--- src/rtl/grayscale_pkg.sv ---
// Shared types and constants for the grayscale frame sequencer slice:
// FSM states, RGB pixel packing and datapath latencies.
package grayscale_pkg;

  typedef enum logic [1:0] {
    ST_IDLE  = 2'd0,
    ST_RUN   = 2'd1,
    ST_DRAIN = 2'd2,
    ST_DONE  = 2'd3
  } seq_state_t;

  localparam int CH_W  = 8;
  localparam int PIX_W = 3 * CH_W;
  localparam int R_LSB = 16;
  localparam int G_LSB = 8;
  localparam int B_LSB = 0;

  // Source memory read latency and converter latency, in cycles.
  localparam int SRC_RD_LAT = 1;
  localparam int CONV_LAT   = 1;

  function automatic logic [CH_W-1:0] get_channel(input logic [PIX_W-1:0] pix, input int lsb);
    return pix[lsb +: CH_W];
  endfunction

endpackage

--- src/rtl/grayscale_frame_sequencer_valid_delay_line.sv ---
// Fixed-depth shift register for a single valid strobe, with a synchronous
// clear that empties every stage at once.
module valid_delay_line #(
  parameter int DEPTH = 1
) (
  input  logic clk,
  input  logic i_clr,
  input  logic i_d,
  output logic o_q
);

  logic [DEPTH-1:0] r_sr;

  // Shift the strobe one stage per cycle; clear drops anything in flight.
  always_ff @(posedge clk) begin
    if (i_clr) begin
      r_sr <= '0;
    end else begin
      r_sr[0] <= i_d;
      for (int i = 1; i < DEPTH; i++) begin
        r_sr[i] <= r_sr[i-1];
      end
    end
  end

  assign o_q = r_sr[DEPTH-1];

endmodule

--- src/rtl/grayscale_frame_sequencer.sv ---
// Frame-level sequencer: streams a source RGB frame through the external
// grayscale converter and writes each result to the destination buffer.
module grayscale_frame_sequencer
  import grayscale_pkg::*;
#(
  parameter int IMG_W  = 256,
  parameter int IMG_H  = 256,
  parameter int ADDR_W = 16
) (
  input  logic              clk,
  input  logic              rst,
  input  logic              start_i,
  input  logic              abort_i,
  output logic              rd_en_o,
  output logic [ADDR_W-1:0] rd_addr_o,
  input  logic [PIX_W-1:0]  rd_rgb_i,
  output logic [CH_W-1:0]   red_o,
  output logic [CH_W-1:0]   green_o,
  output logic [CH_W-1:0]   blue_o,
  output logic              conv_valid_o,
  input  logic [CH_W-1:0]   gray_i,
  input  logic              gray_valid_i,
  output logic              wr_en_o,
  output logic [ADDR_W-1:0] wr_addr_o,
  output logic [CH_W-1:0]   wr_data_o,
  output logic              busy_o,
  output logic              frame_done_o
);

  localparam int N = IMG_W * IMG_H;
  localparam logic [ADDR_W-1:0] LAST_IDX = ADDR_W'(N - 1);

  seq_state_t        r_state;
  logic [ADDR_W-1:0] r_rd_cnt;
  logic [ADDR_W-1:0] r_wr_cnt;
  logic              r_wr_term;
  logic              r_rd_en;
  logic              r_busy;
  logic              r_frame_done;
  logic              r_wr_en;
  logic [ADDR_W-1:0] r_wr_addr;
  logic [CH_W-1:0]   r_wr_data;
  logic              w_clr;
  logic              w_conv_valid;
  logic              w_wr_phase;

  assign w_clr      = rst | abort_i;
  assign w_wr_phase = (r_state == ST_RUN) || (r_state == ST_DRAIN);

  // r_wr_term marks the final write so completion works even when wr_cnt wraps at N = 2^ADDR_W.
  always_ff @(posedge clk) begin
    if (rst) begin
      r_state      <= ST_IDLE;
      r_rd_cnt     <= '0;
      r_wr_cnt     <= '0;
      r_wr_term    <= 1'b0;
      r_rd_en      <= 1'b0;
      r_busy       <= 1'b0;
      r_frame_done <= 1'b0;
      r_wr_en      <= 1'b0;
      r_wr_addr    <= '0;
      r_wr_data    <= '0;
    end else if (abort_i) begin
      r_state      <= ST_IDLE;
      r_rd_cnt     <= '0;
      r_wr_cnt     <= '0;
      r_wr_term    <= 1'b0;
      r_rd_en      <= 1'b0;
      r_busy       <= 1'b0;
      r_frame_done <= 1'b0;
      r_wr_en      <= 1'b0;
    end else begin
      r_wr_en      <= 1'b0;
      r_frame_done <= 1'b0;
      if (w_wr_phase && gray_valid_i) begin
        r_wr_en   <= 1'b1;
        r_wr_data <= gray_i;
        r_wr_addr <= r_wr_cnt;
        r_wr_cnt  <= r_wr_cnt + ADDR_W'(1);
        if (r_wr_cnt == LAST_IDX) begin
          r_wr_term <= 1'b1;
        end
      end
      case (r_state)
        ST_IDLE: begin
          if (start_i) begin
            r_state   <= ST_RUN;
            r_rd_cnt  <= '0;
            r_wr_cnt  <= '0;
            r_wr_term <= 1'b0;
            r_rd_en   <= 1'b1;
            r_busy    <= 1'b1;
          end
        end
        ST_RUN: begin
          if (r_rd_cnt == LAST_IDX) begin
            r_state  <= ST_DRAIN;
            r_rd_cnt <= '0;
            r_rd_en  <= 1'b0;
          end else begin
            r_rd_cnt <= r_rd_cnt + ADDR_W'(1);
          end
        end
        ST_DRAIN: begin
          if (r_wr_term) begin
            r_state      <= ST_DONE;
            r_busy       <= 1'b0;
            r_frame_done <= 1'b1;
          end
        end
        ST_DONE: begin
          r_state <= ST_IDLE;
        end
        default: begin
          r_state <= ST_IDLE;
          r_rd_en <= 1'b0;
          r_busy  <= 1'b0;
        end
      endcase
    end
  end

  // Converter strobe lines up with the read data returned by the source memory.
  valid_delay_line #(
    .DEPTH(SRC_RD_LAT)
  ) u_valid_dly (
    .clk  (clk),
    .i_clr(w_clr),
    .i_d  (r_rd_en),
    .o_q  (w_conv_valid)
  );

  assign rd_en_o      = r_rd_en;
  assign rd_addr_o    = r_rd_cnt;
  assign red_o        = get_channel(rd_rgb_i, R_LSB);
  assign green_o      = get_channel(rd_rgb_i, G_LSB);
  assign blue_o       = get_channel(rd_rgb_i, B_LSB);
  assign conv_valid_o = w_conv_valid;
  assign wr_en_o      = r_wr_en;
  assign wr_addr_o    = r_wr_addr;
  assign wr_data_o    = r_wr_data;
  assign busy_o       = r_busy;
  assign frame_done_o = r_frame_done;

endmodule
--- config.mk ---
export PLATFORM = sky130hd
export DESIGN_NAME = grayscale_frame_sequencer
export DESIGN_NICKNAME = d
export VERILOG_FILES = /design/src/rtl/grayscale_pkg.sv /design/src/rtl/grayscale_frame_sequencer_valid_delay_line.sv /design/src/rtl/grayscale_frame_sequencer.sv
export SDC_FILE = /design/constraint.sdc
export NUM_CORES = 1
export LEC_CHECK = 0
export ABC_AREA = 1
export CORE_MARGIN = 2
export CORE_UTILIZATION = 40
export DETAILED_ROUTE_END_ITERATION = 10
export GPL_ROUTABILITY_DRIVEN = 1
export HOLD_SLACK_MARGIN = 0.05
export PLACE_DENSITY = 0.73
export SLEW_MARGIN = 20
export SYNTH_ARGS = -nofsm -noshare
export SYNTH_HDL_FRONTEND = slang
export SYNTH_SLANG_ARGS = --single-unit
--- constraint.sdc ---
create_clock -name clk -period 2.3 [get_ports clk]
set_input_delay 0.23 -clock clk [delete_from_list [all_inputs] [get_ports clk]]
set_output_delay 0.23 -clock clk [all_outputs]
set_load 0.02 [all_outputs]
==> results of run 1 <==
==> cells in the final DEF (no fill, tap or decap), types with 9 or more instances in the layout <==
cell	count
o21ai_0	29
nand3_1	20
nor2_1	79
a21oi_1	20
clkdlybuf4s50_1	57
dfxtp_1	64
nand2_1	59
inv_1	42
clkbuf_8	9
==> logic make-up (layout without fill, tap and decap cells) <==
logic type / after synthesis / count (layout) / share of synthesized area, %
AOI/OAI and AO/OA: 57 / 57 / 10.5
adders and majority gates: 5 / 5 / 2.11
DFF: 64 / 64 / 43.3
xor gates and xnor gates: 8 / 8 / 2.37
muxes: 1 / 1 / 0.338
and+or+nand+nor: 190 / 190 / 28.2
buffers and inverters: 77 / 120 / 13.1
==> per-layer routing <==
layer | vias up | GRT usage, % | part of all wire, %
met5 | - | 0 | 0
met4 | 0 | 2.82 | 0.36
met3 | 5 | 8.05 | 8.1
met2 | 75 | 27.9 | 48
met1 | 1156 | 18.6 | 43
li1 | 1330 | - | -
==> sequential cells by signal, indices dropped and copies added (netlist names) <==
register         count
busy_o               1
frame_done_o         1
r_state              2
r_wr_cnt            16
r_wr_term            1
rd_addr_o           16
rd_en_o              1
u_valid_dly.o_q      1
wr_addr_o           16
wr_data_o            8
wr_en_o              1
==> power by group through the flow <==
stage               Combinational [mW]  Sequential (mW)  Clock (mW)
global placement                 0.259             1.18           0
global route                     0.289             1.16        1.00
finish                           0.262             1.16       0.930
floorplan                        0.183             1.21           0
CTS                              0.264             1.16       0.964
detailed placement               0.263             1.18           0
==> final cells by class <==
type	count	share of cell area (%)
Tap cell	99	3.40
Sequential cell	64	35.1
Inverter	45	4.63
Timing Repair Buffer	59	16.4
Multi-Input combinational cell	261	35.3
Clock buffer	10	3.50
Clock inverter	6	1.65
==> through the flow <==
| stage | worst slack [ps] | instances | power (mW) | hold WS (ps) |
|---|---|---|---|---|
| global placement | 551 | 528 | 1.44 | 443 |
| floorplan | 689 | 402 | 1.39 | 365 |
| finish | 450 | 544 | 2.35 | 439 |
| detailed placement | 457 | 528 | 1.44 | 447 |
| CTS | 437 | 544 | 2.38 | 445 |
| global route | 225 | 544 | 2.45 | 460 |
==> worst max-delay path, delay by kind of cell (launching register included) <==
family / cells / cell delay [ps]
adders and majority gates: 1 / 360
buffers and inverters: 1 / 70
DFF: 1 / 360
and+or+nand+nor: 7 / 960
==> cells in the mapped netlist (4+ instances only) <==
cell type  instances
clkbuf_1           4
nor2_1            79
a21oi_1           20
o21ai_0           29
dfxtp_1           64
ha_1               5
nand2_1           59
nand2_2            6
nor3_1             6
inv_1             42
nand3_1           20
nand4_1            7
buf_4             26
nor2_2             4
xor2_1             7
==> worst paths after layout <==
kind	start	endpoint	slack, ps	depth (start not counted)
setup reg to reg	r_state[0]	r_wr_cnt[15]	450	9
hold reg to reg	rd_en_o	u_valid_dly.o_q	440	2
setup / recovery	r_state[0]	r_wr_cnt[15]	450	9
hold / removal	rd_en_o	u_valid_dly.o_q	440	2
==> metrics.md, run 1 <==
| Metric | Value |
|---|---|
| Fin crit share | 80.4% |
| Clock-pin slew on the worst setup and hold paths | 80 ps |
| Detailed Routing Iterations Pass 1 | 4 |
| Net Switching | 606 µW |
| Status | finished clean |
| Core area | 0.00721 mm² |
| Final hold vios | 0 |
| Ys flop type | dfxtp_1 |
| Layout area overhead | 23.3% |
| Routed Antenna Nets | 0 |
| Initial detailed-routing violation count | 97 |
| # DRC | 0 |
| Cts hold-fix bufs | 0 |
| Clk root buf | clkbuf_8 |
| Final Critical Period | 1850 ps |
| Ant diodes | 0 |
| Final #Nets | 482 |
| Total number of vias | 2566 |
| EDFF count, synth | 0 |
| Int Pwr | 1.74 mW |
| Die Footprint | 0.00810 mm² |
| Worst VDD drop | 0.369 mV |
| First-pass GRT wire length | 11000 µm |
| Total wire length | 6430 µm |
| Power share of the clock group | 39.6% |
| Utilization after layout | 50.6% |
| Vias in the first global route | 2530 |
| Initial Utilization | 41.0% |
| Combinational Power Share | 11.2% |
| Post-Syn Nets | 444 |
| I/O Buffers | 57 |
| Startpoint Class | flip-flop |
| CTS tree | done |
| WL/cell | 11.8 µm |
| # IOs | 106 |
| RSZ-0062 raised after global routing | false |
| Synth Area per Inst | 7.36 µm² |
| Total negative setup slack | 0 ps |
| Fill count | 723 |
| Post-synthesis cell area | 0.00296 mm² |
| Synth Register Bits | 64 |
| DR vias/cell | 4.72 |
| Routability cong. | 0.867 |
| TritonCTS buffer count | 9 |
| Cell Chain, Critical Path | inv_1, ha_1, nand2_2, nor2_2, nand3_2, nor3_2, nand3_1, nand2_1, nor2_1 |
| Measured slew at the worst slew-check pin | 587 ps |
| Post-cts sizing count | 0 |
| Initial antenna violation count | 0 |
| Max_slew headroom | 60.8% |
| CTS H-tree lvls | 3 |
| Synth Instances | 402 |
| Asr flop ratio synth | 0% |
| HP Class | reg -> reg |
| Fin. max-slew vios | 0 |
| Largest net degree at the start of global routing | 31 |
| Top cell type's share of synthesized area | 43.3% |
| Sw frac | 25.8% |
| GR Overflow Total | 0 |
| Synth top area cells | dfxtp_1, nor2_1, nand2_1 |
| Setup bufs post-CTS | 0 |
| Seq. cell area | 0.00128 mm² |
| Clock tree buffer depth | 2 |
| Chip Width | 90.0 µm |
| Slowest cell on the critical path | dfxtp_1 |
| Post-route cell area | 0.00365 mm² |
| Worst Setup End Kind | flip-flop |
| Sequential share of the synthesized area | 43.3% |
| Row count | 31 |
| Sequential Power Share | 49.2% |
| Detailed Place HPWL | 4750 µm |
| Achievable Freq | 541 MHz |
| Max cap viols | 0 |
| Crit path DAT | 2080 ps |
| Worst-Skew Late Latency | 340 ps |
| YS warnings | 0 |
| Synth area leader | dfxtp_1 |
| WP data required | 2530 ps |
| Setup CP Type | reg -> reg |
| Synth unique cells | 34 |
| Worst Path Max Fanout | 6 |
| LEAKAGE | 1.47 nW |
| Crit-path max cell delay | 360 ps |
| GRT Total Usage | 16.3% |
| Clock tree sinks | 64 |
| Post-placement cell area | 0.00346 mm² |
| Layout cell share with drive strength beyond 1 | 8.09% |
| Setup violations, final | 0 |
| Multi-input logic area | 0.00129 mm² |
| Die H | 90.0 µm |
| Pwr/cell area | 644 mW/mm² |
| Layout Skew | 9.77 ps |
Note: power is estimated with default switching activity, not from simulation.
==> inputs of run 2 (changes only) <==
clock period = 1.8 ns   (was 2.3 ns; I/O delays follow)
==> run 2 against run 1 <==
Utilization increased by 1.9 points. Sequential power increased by 28%. Global-route usage about the same. Clock skew increased by 1.6 ps. Largest cell class unchanged. Hold slack got worse by 79 ps. Wire length increased by 3.7%. Non-clock buffer count increased by 15. Critical path depth unchanged. Largest power group unchanged. Die area unchanged. Highest routed layer unchanged.
==> metrics.md, run 2 (synthesis gave the netlist of run 1 again) <==
| Metric | Value |
|---|---|
| Place WS | 74.5 ps |
| Measured slew at the worst slew-check pin | 396 ps |
| Pwr/cell area | 777 mW/mm² |
| Initial detailed-routing violation count | 86 |
| GR Overflow Total | 0 |
| CTS tree | done |
| Status | finished clean |
| Cts hold-fix bufs | 0 |
| Final Hold Slack | 360 ps |
| Worst-Skew Late Latency | 340 ps |
| Total wire length | 6670 µm |
| TritonCTS buffer count | 9 |
| Chip Width | 90.0 µm |
| Die Footprint | 0.00810 mm² |
| Layout area overhead | 27.9% |
| Clk root buf | clkbuf_8 |
| Initial antenna violation count | 0 |
| Core area | 0.00721 mm² |
| Setup violations, final | 0 |
| Final Critical Period | 1690 ps |
| Cell Chain, Critical Path | inv_1, ha_1, nand2_4, nor2_4, nand3_4, nor3_4, nand3_1, nand2_1, nor2_1 |
| Crit-path leading delay family | simple AND/OR/NAND/NOR gates |
| Setup CP Type | reg -> reg |
| Total number of vias | 2681 |
| Routability cong. | 0.876 |
| Largest net degree at the start of global routing | 25 |
| Slowest cell on the critical path | dfxtp_1 |
| I/O Buffers | 57 |
| Detailed Place HPWL | 4820 µm |
| Most frequent cells in the layout | nor2_1, dfxtp_1, nand2_1 |
| Fin crit share | 93.8% |
| Crit path DAT | 1920 ps |
| Reg-to-Reg Start | r_state[0] |
| Initial Utilization | 41.0% |
| Vias in the first global route | 2598 |
| HP Class | in -> out |
| # DRC | 0 |
| Max_slew headroom | 73.3% |
| First-pass GRT wire length | 11200 µm |
| Achievable Freq | 592 MHz |
| Final setup margin | 112 ps |
| Tot Pwr | 2.94 mW |
| Routed Antenna Nets | 0 |
| Worst VDD drop | 0.559 mV |
| Worst Path Max Fanout | 6 |
| Final hold vios | 0 |
| Clock tree buffer depth | 2 |
| Layout cell share with drive strength beyond 1 | 11.5% |
| Startpoint Class | flip-flop |
| Clock tree sinks | 64 |
| Fill count | 701 |
| Most common cell after layout, fill and taps aside | nor2_1 |
| Fin. max-slew vios | 0 |
| LEAKAGE | 1.57 nW |
| Crit path from | r_state[0] |
| CTS H-tree lvls | 3 |
| Crit-path max cell delay | 360 ps |
| Post-placement cell area | 0.00354 mm² |
| Worst Setup End Kind | flip-flop |
| # IOs | 106 |
| Layout Skew | 11.3 ps |
| WL/cell | 11.9 µm |
| Final #Nets | 497 |
| Max cap viols | 0 |
| RSZ-0062 raised after global routing | true |
| Ant diodes | 0 |
| Detailed Routing Iterations Pass 1 | 4 |
| GRT Total Usage | 16.3% |
| Post-route cell area | 0.00378 mm² |
| WP data required | 2030 ps |
| Clock-pin slew on the worst setup and hold paths | 70 ps |
| CP Buf/Inv Count | 1 |
| Row count | 31 |
| Hold_sp | rd_rgb_i[5] |
| DR vias/cell | 4.80 |
| Die H | 90.0 µm |
==> run 2: cell types whose count changed in the layout (fill, tap and decap cells not counted), moves of 2 or more <==
| cell | delta |
|---|---|
| nor2_2 | +2 |
| nand2_2 | -2 |
| buf_4 | +15 |
| nor2_1 | -3 |
| clkinv_4 | +2 |
| nand2_4 | +2 |
| clkinv_2 | -2 |
==> run 2: worst paths after layout <==
| check | endpoint | slack (ps) | cells past startpoint |
|---|---|---|---|
| worst min register to register | u_valid_dly.o_q | 450 | 2 |
| worst max-delay path | r_wr_cnt[11] | 110 | 9 |
| worst min-delay path | blue_o[5] | 360 | 0 |
| worst max register to register | r_wr_cnt[11] | 110 | 9 |
==> run 2: where the power goes <==
| group | switching, mW | total [mW] | internal (mW) |
|---|---|---|---|
| registers | 0.0219 | 1.48 | 1.45 |
| clock network | 0.554 | 1.09 | 0.541 |
| logic | 0.209 | 0.371 | 0.162 |
==> run 2: cell type report <==
cell class | count | area [µm²] | area share (%)
multi-input combinational | 261 | 1330 | 35.0
sequential | 64 | 1280 | 33.9
timing repair buffer | 74 | 711 | 18.8
inverter | 45 | 169 | 4.46
clock buffer | 12 | 145 | 3.83
tap | 99 | 124 | 3.27
clock inverter | 4 | 30.0 | 0.793
==> run 2: routing by layer <==
| layer | part of all wire (%) | track usage [%] |
|---|---|---|
| met1 | 45 | 18.9 |
| met3 | 6.1 | 6.71 |
| met4 | 1.1 | 4.74 |
| met5 | 0 | 0 |
| met2 | 48 | 27.8 |
==> run 2: worst reg2reg max path, stage by stage (launching register included) <==
cell	delay, ps
dfxtp_1	360
inv_1	70
ha_1	340
nand2_4	90
nor2_4	140
nand3_4	100
nor3_4	260
nand3_1	100
nand2_1	80
nor2_1	40
==> run 2: what timing repair did <==
action,4_1_cts,5_1_grt
endpoints found under the setup margin,0,16
setup buffers,0,4
resized for setup,0,8
==> run 2: metrics by stage <==
step                      std cells  utilization [%]  TNS, ps
final                           559             52.5        0
after global routing            559             52.5     -123
after CTS                       555             51.5        0
after detailed placement        539             49.1        0
after global placement          539             49.1        0
after floorplan                 402                -        0
